$ cat config.mk
export PLATFORM = sky130hd
export DESIGN_NAME = prog_store
export DESIGN_NICKNAME = d
export VERILOG_FILES = /design/src/rtl/prog_store_pkg.sv /design/src/rtl/prog_store_mem.sv /design/src/rtl/prog_store.sv
export SDC_FILE = /design/constraint.sdc
export NUM_CORES = 2
export LEC_CHECK = 0
export ABC_AREA = 1
export CAP_MARGIN = 20
export CORE_ASPECT_RATIO = 0.7
export CORE_MARGIN = 2
export CORE_UTILIZATION = 31
export CTS_BUF_LIST = sky130_fd_sc_hd__clkbuf_4 sky130_fd_sc_hd__clkbuf_8
export DETAILED_ROUTE_END_ITERATION = 10
export HOLD_SLACK_MARGIN = 0.05
export PLACE_DENSITY = 0.55
export SETUP_SLACK_MARGIN = 0.02
export SLEW_MARGIN = 20
export SYNTH_ARGS = -nofsm -noshare
export SYNTH_HDL_FRONTEND = slang
export SYNTH_SLANG_ARGS = --single-unit
$ cat constraint.sdc
create_clock -name clk -period 3.52 [get_ports clk]
set_input_delay 0.528 -clock clk [delete_from_list [all_inputs] [get_ports clk]]
set_output_delay 0.528 -clock clk [all_outputs]
set_load 0.05 [all_outputs]
$ cat src/rtl/prog_store_pkg.sv
// Shared types and helpers for the loadable program store.
`ifndef ADDR_SIZE
`define ADDR_SIZE 16
`endif
`ifndef WORD_SIZE
`define WORD_SIZE 16
`endif

package prog_store_pkg;

    typedef enum logic {
        S_LOAD = 1'b0,
        S_RUN  = 1'b1
    } prog_state_e;

    // Widest CPU address the index helper handles.
    localparam int PS_ADDR_MAX = 64;

    function automatic int ps_cnt_w(input int depth);
        return $clog2(depth) + 1;
    endfunction

    function automatic int ps_addr_w(input int depth);
        return (depth > 1) ? $clog2(depth) : 1;
    endfunction

    function automatic logic [PS_ADDR_MAX-1:0] word_index(input logic [PS_ADDR_MAX-1:0] byte_addr);
        return byte_addr >> 1;
    endfunction

endpackage

$ cat src/rtl/prog_store_mem.sv
// Instruction word array: one synchronous write port, one registered read port.
module prog_store_mem #(
    parameter int DEPTH     = 128,
    parameter int WORD_SIZE = 16,
    parameter int AW        = 7
) (
    input  logic                 clk,
    input  logic                 we,
    input  logic [AW-1:0]        waddr,
    input  logic [WORD_SIZE-1:0] wdata,
    input  logic                 re,
    input  logic [AW-1:0]        raddr,
    output logic [WORD_SIZE-1:0] rdata
);

    logic [WORD_SIZE-1:0] mem [DEPTH];

    always_ff @(posedge clk) begin
        if (we) begin
            mem[waddr] <= wdata;
        end
        if (re) begin
            rdata <= mem[raddr];
        end
    end

endmodule

$ cat src/rtl/prog_store.sv
// Loadable program store: streaming loader fills memory, then serves CPU fetches.
module prog_store
    import prog_store_pkg::*;
#(
    parameter int ADDR_SIZE = `ADDR_SIZE,
    parameter int WORD_SIZE = `WORD_SIZE,
    parameter int DEPTH     = 128
) (
    input  logic                       clk,
    input  logic                       reset,
    input  logic                       boot,
    input  logic                       ld_valid,
    output logic                       ld_ready,
    input  logic [WORD_SIZE-1:0]       ld_data,
    input  logic                       ld_last,
    output logic                       load_done,
    output logic [ps_cnt_w(DEPTH)-1:0] load_count,
    output logic                       load_err,
    input  logic                       rd_req,
    input  logic [ADDR_SIZE-1:0]       addr,
    output logic                       rd_valid,
    output logic [WORD_SIZE-1:0]       rd_data,
    output logic                       rd_err,
    output logic                       data_oe
);

    localparam int PS_CNT_W = ps_cnt_w(DEPTH);
    localparam int AW       = ps_addr_w(DEPTH);
    localparam logic [PS_CNT_W-1:0] DEPTH_C = PS_CNT_W'(DEPTH);
    localparam logic [PS_CNT_W-1:0] LAST_C  = PS_CNT_W'(DEPTH - 1);
    localparam logic [ADDR_SIZE:0]  DEPTH_A = (ADDR_SIZE + 1)'(DEPTH);

    prog_state_e          state, state_nxt;
    logic                 accept;
    logic                 fetch;
    logic                 addr_ok;
    logic [ADDR_SIZE-1:0] idx;
    logic [AW-1:0]        waddr;
    logic [AW-1:0]        raddr;
    logic [DEPTH-1:0]     wvalid;
    logic                 rd_good;
    logic [WORD_SIZE-1:0] mem_q;

    assign idx     = ADDR_SIZE'(word_index(PS_ADDR_MAX'(addr)));
    assign addr_ok = ~addr[0] & ({1'b0, idx} < DEPTH_A);
    assign waddr   = AW'(load_count);
    assign raddr   = AW'(idx);

    always_ff @(posedge clk) begin
        if (reset) begin
            state <= S_LOAD;
        end else begin
            state <= state_nxt;
        end
    end

    always_comb begin
        state_nxt = state;
        if (state == S_LOAD && accept && (ld_last || load_count == LAST_C)) begin
            state_nxt = S_RUN;
        end
    end

    always_comb begin
        ld_ready  = (state == S_LOAD) && (load_count < DEPTH_C);
        load_done = (state == S_RUN);
        data_oe   = boot & (state == S_RUN);
        accept    = ld_valid & ld_ready;
        fetch     = rd_req & (state == S_RUN);
    end

    // Written-valid bits mask stale array contents so unwritten words read as 0.
    always_ff @(posedge clk) begin
        if (reset) begin
            load_count <= '0;
            wvalid     <= '0;
            load_err   <= 1'b0;
            rd_valid   <= 1'b0;
            rd_err     <= 1'b0;
            rd_good    <= 1'b0;
        end else begin
            if (accept) begin
                load_count    <= load_count + 1'b1;
                wvalid[waddr] <= 1'b1;
            end
            if (state == S_RUN && ld_valid) begin
                load_err <= 1'b1;
            end
            rd_valid <= fetch;
            rd_err   <= rd_req & ~(fetch & addr_ok);
            if (fetch) begin
                rd_good <= addr_ok & wvalid[raddr];
            end
        end
    end

    prog_store_mem #(
        .DEPTH    (DEPTH),
        .WORD_SIZE(WORD_SIZE),
        .AW       (AW)
    ) u_mem (
        .clk  (clk),
        .we   (accept),
        .waddr(waddr),
        .wdata(ld_data),
        .re   (fetch & addr_ok),
        .raddr(raddr),
        .rdata(mem_q)
    );

    assign rd_data = rd_good ? mem_q : '0;

endmodule

==> impl_metrics.toml <==
[global_route]
met1_usage = 0.2890
grt_max_degree = 129
grt_pass1_vias = 56450
grt_use_met3 = 0.04732
overflow = 0
grt_antenna_before_repair = 14
busiest_layer = "met1"
grt.total_usage = 0.1929
grt_first_pass_wirelength_um = 404900
grt_util_met2 = 0.2754

[worst_setup_path]
required_ns = 2.99
critPathSlowestCell = "clkdlybuf4s50_1"
reg2regPathDepth = 9
worstSetupPathType = "flop to output port"
crit_path_max_incr_delay_ns = 0.80
end_kind = "output port"
r2r_end = "u_mem.mem[106][2]"
r2r-start = "load_count[7]"
r2r_slack_ns = 0.87
crit_fanout = 17
crit_arrival_ns = 2.79
cp_cell_sequence = "nand2_1 -> inv_1 -> clkdlybuf4s50_1"
cp-start-kind = "flop"

[floorplan]
initial_core_util = 0.3120
die_x_um = 636.8
rows = 162
die-area_sq_mm = 0.2846
num_io_pins = 68
coreArea_sq_mm = 0.2785
die_h_um = 447.0

[cells_and_area]
nets = 7374
final_cell_area_sq_mm = 0.1005
fill_cells = 26950
area_growth_pct = 15.63
fin_util = 0.3607
multi_input_area_sq_mm = 0.01952
ff_latch_area_sq_mm = 0.06481
stdcell_count = 11310
layout-drive-gt1-share = 0.1242

[clocking]
cts-root-buf = "clkbuf_8"
cts_made_buffers = 335
clock_path_buffers = 4
cts_num_sinks = 2205
post_cts_buffers = 0
cts_tree = "yes"
h-tree-depth = 5
clk_pin_slew_ns = 0.06
clk_latency_ns = 0.98

[pwr]
vdd_drop_max_uv = 308.7
pwr-share-seq = 0.530
combPwrFrac = 0.067
power_mw = 54.11
power_density_mw_per_mm2 = 538.6
swShare = 0.2391
p_clk_frac = 0.403
intPower_mw = 41.17
p_switching_mw = 12.94
p_leak_nw = 32.96

[sta]
tightestPinTransition_ns = 0.9992
drv_slew = 0
post-route-period-util = 0.9438
final.setup_skew_ns = 0.06025
whs_ns = 0.1368
hold_violations = 0
final.setup.tns_ns = 0
rsz0062_at_grt = "false"
setup_viol = 0
layout_setup_ws_ns = 0.1978
max_clock_freq_mhz = 301.0
period_needed_ns = 3.322
slew_headroom = 0.3339

[synthesis]
synth_edf_count = 2064
syn_inst = 7058
synth.avg_cell_area_sq_um = 12.31
yosys-top-cells-area = "edfxtp_1, nor2_1, o21ai_0"
ys_ff_latch = 2205
synth_nets = 7097
seq_area_frac_synth = 0.7458
yosysMostFrequentCell = "edfxtp_1"
syn_area_sq_mm = 0.08689
synth_top_area_share = 0.7133
synth-async-reset-ratio = 0
yosysUniqueCellTypes = 26
synth_top_cell_by_area = "edfxtp_1"
ys_warn_count = 0
synth_common_cells = "edfxtp_1, nor2_1, o21ai_0, nand2_1, nand3_1"
ys.flop_type = "edfxtp_1"

[route]
vias_per_cell = 5.338
wl_per_cell_um = 25.11
drt-total-wl_um = 283900
drtIter0Drc = 8692
drcViolationCount = 0
dr.pass1.iters = 6
vias = 60350
ant_nets = 0

[worst_hold_path]
hold_path_class = "input port to flop"
hold_depth = 1
min_to = "u_mem.mem[30][5]"
min-delay-start = "ld_data[5]"

[placed_design]
place_area_sq_mm = 0.09365
dp_hpwl_um = 166500
routabilityCongestion = 0.8648
io_buffers = 67
post-place-ws_ns = 0.1096
dp_cells = 10680

[run]
drv_cap = 0

[run_status]
status = "complete, no violations"
[flip-flops by register name (all words and copies together) (netlist names)]
register / cells
load_count: 8
load_done: 1
load_err: 1
rd_err: 1
rd_good: 1
rd_valid: 1
u_mem.mem: 2048
u_mem.rdata: 16
wvalid: 128
[cells by family (layout without fill, tap and decap cells)]
logic type,after synthesis,count (layout),share of synthesized area
adders and majority gates,1,1,0.0001440
AOI/OAI and AO/OA,1574,1574,0.09872
buffers and inverters,574,1127,0.02969
and+or+nand+nor,2704,2704,0.1257
other,0,6,0
DFF,2205,2205,0.7458
[routing by layer]
layer / up-vias / wire length, um
li1: 26300 / -
met1: 30350 / 125500
met2: 3241 / 118700
met3: 464 / 32320
met4: 2 / 7418
met5: - / 13
[worst max path at each step]
stage,from,endpoint,slack [ns]
2_1_floorplan,load_done,u_mem.mem[127][0],0.20
3_3_place_gp,addr[1],u_mem.rdata[1],0.16
3_5_place_dp,addr[1],u_mem.rdata[1],0.11
4_1_cts,rd_good,rd_data[14],0.15
5_1_grt,rd_good,rd_data[5],0.15
6_report,rd_good,rd_data[5],0.20
[power groups by stage]
stage / Clock, mW / Combinational [mW] / Sequential [mW]
5_1_grt: 23.3 / 3.86 / 28.7
2_1_floorplan: 0 / 1.70 / 29.3
3_3_place_gp: 0 / 3.53 / 29.2
4_1_cts: 22.1 / 3.57 / 28.7
3_5_place_dp: 0 / 3.56 / 29.2
6_report: 21.8 / 3.63 / 28.7
[critical path: cells and delay by family, from the launching register on]
kind / cells / cell delay, ns
buffers and inverters: 2 / 0.92
AND/OR/NAND/NOR: 1 / 0.35
flip-flops: 1 / 0.55
[cells in the final DEF (no fill, tap or decap), drive strengths merged]
cell type / instances
edfxtp: 2064
nor2: 1406
o21ai: 1031
nand2: 687
nand3: 606
o22ai: 512
clkbuf: 505
buf: 390
dfxtp: 141
clkinv: 91
inv: 75
clkdlybuf4s50: 36
o21a: 23
dlygate4sd2: 9
bufinv: 8
a21oi: 7
clkinvlp: 7
diode: 6
dlygate4sd3: 6
nor4: 3
nor3: 2
o211ai: 1
ha: 1
[cell type report]
class / count / share of cell area
diodes: 6 / 0.0001494
clock buffers: 505 / 0.06021
clock inverters: 108 / 0.006937
inverters: 73 / 0.003163
multi-input cells: 4279 / 0.1942
flip-flops and latches: 2205 / 0.6450
well taps: 3690 / 0.04595
repair buffers: 441 / 0.04431
[timing repair]
action	4_1_cts	5_1_grt
resized for setup	11	0
endpoints found under the setup margin	16	0
hold endpoints to repair	90	0
hold buffers	6	0
(Power assumes the default switching activity.)
